--- src/rtl/muldiv_pkg.sv ---
// Shared definitions for the sequential RV32M multiply/divide unit:
// op bit positions, FSM encoding and the architectural corner-case constants.
package muldiv_pkg;

  localparam int MD_XLEN = 32;

  localparam int OP_MUL   = 0;
  localparam int OP_MULH  = 1;
  localparam int OP_MULHU = 2;
  localparam int OP_DIV   = 3;
  localparam int OP_DIVU  = 4;
  localparam int OP_REM   = 5;
  localparam int OP_REMU  = 6;

  typedef enum logic [1:0] {
    S_IDLE = 2'd0,
    S_CALC = 2'd1,
    S_FIX  = 2'd2,
    S_DONE = 2'd3
  } state_t;

  localparam logic [MD_XLEN-1:0] DIV_BY_ZERO_Q = '1;
  localparam logic [MD_XLEN-1:0] INT_MIN       = {1'b1, {(MD_XLEN-1){1'b0}}};

endpackage

--- src/rtl/muldiv_step.sv ---
// One iteration of the shared datapath: shift-add for multiply, restoring
// shift-subtract for divide. Purely combinational.
module muldiv_step #(
  parameter int XLEN = 32
) (
  input  logic              is_div,
  input  logic [2*XLEN-1:0] acc,
  input  logic [XLEN-1:0]   opnd,
  output logic [2*XLEN-1:0] acc_next
);

  logic [XLEN:0] sum;
  logic [XLEN:0] rem_sh;
  logic [XLEN:0] diff;

  always_comb begin
    sum    = {1'b0, acc[2*XLEN-1:XLEN]} + (acc[0] ? {1'b0, opnd} : '0);
    // Remainder after the left shift can reach 2*divisor-1, so keep one extra bit.
    rem_sh = acc[2*XLEN-1:XLEN-1];
    diff   = rem_sh - {1'b0, opnd};
    if (is_div) begin
      if (!diff[XLEN]) begin
        acc_next = {diff[XLEN-1:0], acc[XLEN-2:0], 1'b1};
      end else begin
        acc_next = {rem_sh[XLEN-1:0], acc[XLEN-2:0], 1'b0};
      end
    end else begin
      acc_next = {sum, acc[XLEN-1:1]};
    end
  end

endmodule

--- src/rtl/muldiv_seq.sv ---
// Multi-cycle RV32M sequencer: operates on magnitudes one bit per cycle, then
// applies sign correction. Divide-by-zero and signed overflow bypass the loop.
module muldiv_seq
  import muldiv_pkg::*;
#(
  parameter int XLEN = MD_XLEN
) (
  input  logic            clk,
  input  logic            rst,
  input  logic            start,
  input  logic [6:0]      op,
  input  logic [XLEN-1:0] src0,
  input  logic [XLEN-1:0] src1,
  input  logic            flush,
  output logic            busy,
  output logic            done,
  output logic [XLEN-1:0] result
);

  localparam int CW = $clog2(XLEN);

  state_t            state, state_nxt;
  logic [6:0]        op_q;
  logic              s0_q, s1_q;
  logic [XLEN-1:0]   opnd_q;
  logic [2*XLEN-1:0] acc_q, acc_nxt;
  logic [CW-1:0]     cnt_q;

  logic [6:0]        op_sel;
  logic              is_mul, is_signed, s0, s1, launch, fast;
  logic [XLEN-1:0]   abs0, abs1, fast_res, fix_res, quo, rem;
  logic [2*XLEN-1:0] prod;

  // Multi-hot op vectors resolve to their lowest set bit.
  always_comb begin
    op_sel    = op & (~op + 7'd1);
    is_mul    = op_sel[OP_MUL] | op_sel[OP_MULH] | op_sel[OP_MULHU];
    is_signed = op_sel[OP_MUL] | op_sel[OP_MULH] | op_sel[OP_DIV] | op_sel[OP_REM];
    s0        = is_signed & src0[XLEN-1];
    s1        = is_signed & src1[XLEN-1];
    abs0      = s0 ? -src0 : src0;
    abs1      = s1 ? -src1 : src1;
    launch    = start && (op != 7'd0) && !flush;
    fast      = !is_mul && ((src1 == '0) ||
                ((op_sel[OP_DIV] | op_sel[OP_REM]) && src0 == INT_MIN && src1 == DIV_BY_ZERO_Q));
    if (src1 == '0) begin
      fast_res = (op_sel[OP_DIV] | op_sel[OP_DIVU]) ? DIV_BY_ZERO_Q : src0;
    end else begin
      fast_res = op_sel[OP_DIV] ? INT_MIN : '0;
    end
  end

  muldiv_step #(.XLEN(XLEN)) u_step (
    .is_div   (!(op_q[OP_MUL] | op_q[OP_MULH] | op_q[OP_MULHU])),
    .acc      (acc_q),
    .opnd     (opnd_q),
    .acc_next (acc_nxt)
  );

  always_comb begin
    prod = (s0_q ^ s1_q) ? -acc_q : acc_q;
    quo  = (s0_q ^ s1_q) ? -acc_q[XLEN-1:0] : acc_q[XLEN-1:0];
    rem  = s0_q ? -acc_q[2*XLEN-1:XLEN] : acc_q[2*XLEN-1:XLEN];
    if (op_q[OP_MUL]) begin
      fix_res = prod[XLEN-1:0];
    end else if (op_q[OP_MULH] | op_q[OP_MULHU]) begin
      fix_res = prod[2*XLEN-1:XLEN];
    end else if (op_q[OP_DIV] | op_q[OP_DIVU]) begin
      fix_res = quo;
    end else begin
      fix_res = rem;
    end
  end

  always_ff @(posedge clk) begin
    if (rst) state <= S_IDLE;
    else     state <= state_nxt;
  end

  always_comb begin
    state_nxt = state;
    if (flush && state != S_IDLE) begin
      state_nxt = S_IDLE;
    end else begin
      case (state)
        S_IDLE:  if (launch) state_nxt = fast ? S_DONE : S_CALC;
        S_CALC:  if (cnt_q == '0) state_nxt = S_FIX;
        S_FIX:   state_nxt = S_DONE;
        S_DONE:  state_nxt = S_IDLE;
        default: state_nxt = S_IDLE;
      endcase
    end
  end

  always_ff @(posedge clk) begin
    if (rst) begin
      op_q   <= '0;
      s0_q   <= 1'b0;
      s1_q   <= 1'b0;
      opnd_q <= '0;
      acc_q  <= '0;
      cnt_q  <= '0;
      result <= '0;
    end else begin
      case (state)
        S_IDLE: if (launch) begin
          op_q  <= op_sel;
          s0_q  <= s0;
          s1_q  <= s1;
          cnt_q <= CW'(XLEN - 1);
          // Multiplier / dividend sit in the low half so both loops shift the same register.
          acc_q  <= {{XLEN{1'b0}}, is_mul ? abs1 : abs0};
          opnd_q <= is_mul ? abs0 : abs1;
          if (fast) result <= fast_res;
        end
        S_CALC: begin
          acc_q <= acc_nxt;
          if (cnt_q != '0) cnt_q <= cnt_q - 1'b1;
        end
        S_FIX: if (!flush) result <= fix_res;
        default: ;
      endcase
    end
  end

  assign busy = (state != S_IDLE);
  assign done = (state == S_DONE) && !flush;

endmodule

--- config.mk ---
export PLATFORM = sky130hd
export DESIGN_NAME = muldiv_seq
export DESIGN_NICKNAME = d
export VERILOG_FILES = /design/src/rtl/muldiv_pkg.sv /design/src/rtl/muldiv_step.sv /design/src/rtl/muldiv_seq.sv
export SDC_FILE = /design/constraint.sdc
export NUM_CORES = 1
export LEC_CHECK = 0
export ABC_AREA = 1
export BUFFER_PORTS_ARGS = -buffer_cell sky130_fd_sc_hd__buf_2
export CAP_MARGIN = 5
export CORE_MARGIN = 8
export CORE_UTILIZATION = 32
export DETAILED_ROUTE_END_ITERATION = 6
export GPL_TIMING_DRIVEN = 0
export PLACE_DENSITY_LB_ADDON = 0.08
export SYNTH_ARGS = -nofsm -noshare
export SYNTH_HDL_FRONTEND = slang
export SYNTH_SLANG_ARGS = --single-unit
--- constraint.sdc ---
create_clock -name clk -period 3.64 [get_ports clk]
set_input_delay 0.364 -clock clk [delete_from_list [all_inputs] [get_ports clk]]
set_output_delay 0.364 -clock clk [all_outputs]
set_load 0.03 [all_outputs]
==> results.sh <==
export IMPL_ys_flop_type="dfxtp_1"
export IMPL_cts_max_path_buffers=2
export IMPL_drcViolationCount=0
export IMPL_start_kind="register"
export IMPL_r2r_slack_ns=0.24
export IMPL_synth_top_family_by_area="simple AND/OR/NAND/NOR gates"
export IMPL_postRouteAntennaNets=0
export IMPL_drt_pre_antenna_iters=6
export IMPL_hold_viol_final=0
export IMPL_grt_use_total=0.284
export IMPL_synthMuxAreaShare=0
export IMPL_root_buffer="clkbuf_16"
export IMPL_yosys_area_share_simple=0.484
export IMPL_die_y_um=259
export IMPL_synth_top_cell_by_area="nand2_1"
export IMPL_die_area_um2=66900
export IMPL_syn_num_nets=3682
export IMPL_reg2regPathDepth=19
export IMPL_place_gp_congestion=1.01
export IMPL_vias=23700
export IMPL_synth_distinct_cells=48
export IMPL_grt_overflow_total=0
export IMPL_critPathCapture="acc_q[34]"
export IMPL_routed_wl_mm=97.2
export IMPL_core_um2=58600
export IMPL_synth_compound_area_frac=0.144
export IMPL_min_period_over_period=0.934
export IMPL_synth_edf_count=0
export IMPL_multi_input_area_um2=13500
export IMPL_path_class="register to register"
export IMPL_die_w_um=259
export IMPL_reg2reg_to="acc_q[34]"
export IMPL_io_pin_count=109
export IMPL_synthCells=3530
export IMPL_syn_area_per_cell_um2=5.33
export IMPL_hp_class="input pin to register"
export IMPL_vias_per_cell=5.33
export IMPL_cts_inserted_buffers=17
export IMPL_slew_limit_headroom=0.386
export IMPL_p_per_area_nw_per_um2=499
export IMPL_fin_setup_tns_ns=0
export IMPL_r2r_start="acc_q[31]"
export IMPL_rsz0062_at_grt="false"
export IMPL_postCtsHoldBufs=0
export IMPL_synthesis_area_um2=18800
export IMPL_drive_gt1_frac=0.0790
export IMPL_leakage_uw=0.0109
export IMPL_h_tree_depth=4
export IMPL_slew_viol_final=0
export IMPL_path_max_fanout=10
export IMPL_dp_cells=4410
export IMPL_ys_warn_count=0
export IMPL_final_cell_mix="1,069 x nand2_1, 486 x nand3_1, 484 x inv_1"
export IMPL_netlist_top_cells_area="nand2_1 21%, dfxtp_1 15%, nand3_1 13%"
export IMPL_grt_pass1_wl_mm=144
export IMPL_peakVddDrop_uv=368
export IMPL_area_growth_pct=11.1
export IMPL_period_needed_ns=3.40
export IMPL_antennaDiodeCount=0
export IMPL_status="finished, final reports clean"
export IMPL_worstSetupStartpoint="acc_q[31]"
export IMPL_rows=89
export IMPL_yosysTopAreaCellShare=0.213
export IMPL_fin_skew_ns=0.0136
export IMPL_synth_seq_area_share=0.151
export IMPL_async_flop_share=0
export IMPL_grt_pass1_vias=22500
export IMPL_arrival_ns=3.80
export IMPL_final_cells=4442
export IMPL_clk_pin_slew_ns=0.07
export IMPL_synthXorXnorAreaFrac=0.0358
export IMPL_regArea_um2=2840
export IMPL_setup_viol=0
export IMPL_worst_slew_pin_transition_ns=0.920
export IMPL_ys_ff_latch=142
export IMPL_final_common_cell="nand2_1"
export IMPL_wl_per_cell_um=21.9
export IMPL_clock_latency_ns=0.49
export IMPL_worstSetupEndpointType="register"
export IMPL_dp_hpwl_mm=80.9
export IMPL_grt_max_degree=17
export IMPL_cts_sinks=142
export IMPL_synth_fa_ha_area_frac=0.0520
export IMPL_start_util=0.321
export IMPL_nFillCells=6966
export IMPL_drt_iter0_drc=2605
export IMPL_antenna_found_initial=0
export IMPL_crit_required_ns=4.04
export IMPL_cts_tree="yes"
export IMPL_nets=3808
export IMPL_io_buffers=107
export IMPL_drv_cap=0
export IMPL_fmax_ghz=0.294
how the worst min path moves through the flow:
stage                     slack, ns      from        to  cells after the start
after detailed placement       0.46  cnt_q[4]  cnt_q[4]                      2
final                          0.21     op[1]   op_q[1]                      3
after CTS                      0.19     op[1]   op_q[1]                      3
after global routing           0.20     op[1]   op_q[1]                      3
after global placement         0.45  cnt_q[0]  cnt_q[0]                      2
after floorplan                0.44      s1_q      s1_q                      2
power breakdown:
part	leakage, uW	switching [uW]	internal (uW)
Sequential	0.00116	370	1760
Combinational	0.00946	4680	1800
Clock	0.000280	814	1020
Total	0.0109	5860	4570
metal layers:
metal / part of all wire / vias up / track usage
met3: 0.073 / 193 / 0.0462
met5: 0 / - / 0
li1: - / 11600 / -
met2: 0.44 / 981 / 0.453
met4: 0.055 / 0 / 0.142
met1: 0.43 / 10900 / 0.368
critical path, stage by stage (launching register included):
cell,delay [ns]
dfxtp_1,0.56
inv_1,0.25
ha_1,0.32
fa_1,0.40
inv_1,0.14
nand2_1,0.09
nand2_1,0.08
nand3_1,0.09
nand2_2,0.12
nand2_2,0.07
nand2_2,0.11
nand2_2,0.11
nand2_4,0.09
nand2_4,0.08
nand2_4,0.19
buf_6,0.19
nand2_1,0.06
nand3_1,0.17
nand2_1,0.07
a21oi_1,0.14
final cells by class:
type / instances / share of cell area
multi-input cells: 2746 / 0.644
flip-flops and latches: 142 / 0.136
inverters: 506 / 0.0908
well taps: 773 / 0.0462
plain buffers: 136 / 0.0294
repair buffers: 107 / 0.0256
clock buffers: 22 / 0.0231
clock inverters: 10 / 0.00484
cell usage after synthesis (18+ instances only):
cell type / number
clkbuf_1: 78
dfxtp_1: 142
nor3_1: 39
nand4_1: 53
nand2_1: 1069
o211ai_1: 39
a21oi_1: 229
nand3_1: 486
buf_2: 29
ha_1: 75
nor2_1: 349
inv_2: 18
inv_1: 484
o21ai_0: 161
xor2_1: 65
nor2_2: 18
registers in the layout, indices dropped and copies added (netlist names):
| signal | flops |
|---|---|
| state | 2 |
| cnt_q | 5 |
| op_q | 5 |
| opnd_q | 32 |
| acc_q | 64 |
| s1_q | 1 |
| s0_q | 1 |
| result | 32 |
per-stage QoR:
stage	instance area, um^2	setup WS (ns)	utilization	hold WS (ns)	total power [uW]
CTS	20900	0.0953	0.357	0.189	10300
global route	20900	0.00396	0.357	0.202	11100
finish	20900	0.240	0.357	0.209	10400
global placement	20300	0.102	0.347	0.455	8470
floorplan	18800	1.14	-	0.444	6170
detailed placement	20300	0.137	0.347	0.457	8430
cells by family after synthesis:
family,count (synthesis)
simple gates,2098
compound gates,494
buf+inv,642
flops,142
fa+ha+maj,77
xor+xnor,77
repair_timing:
item                       4_1_cts  5_1_grt
setup buffers                    0        0
setup endpoints to repair        0       32
resized for setup                0        2
(Power assumes the default switching activity.)
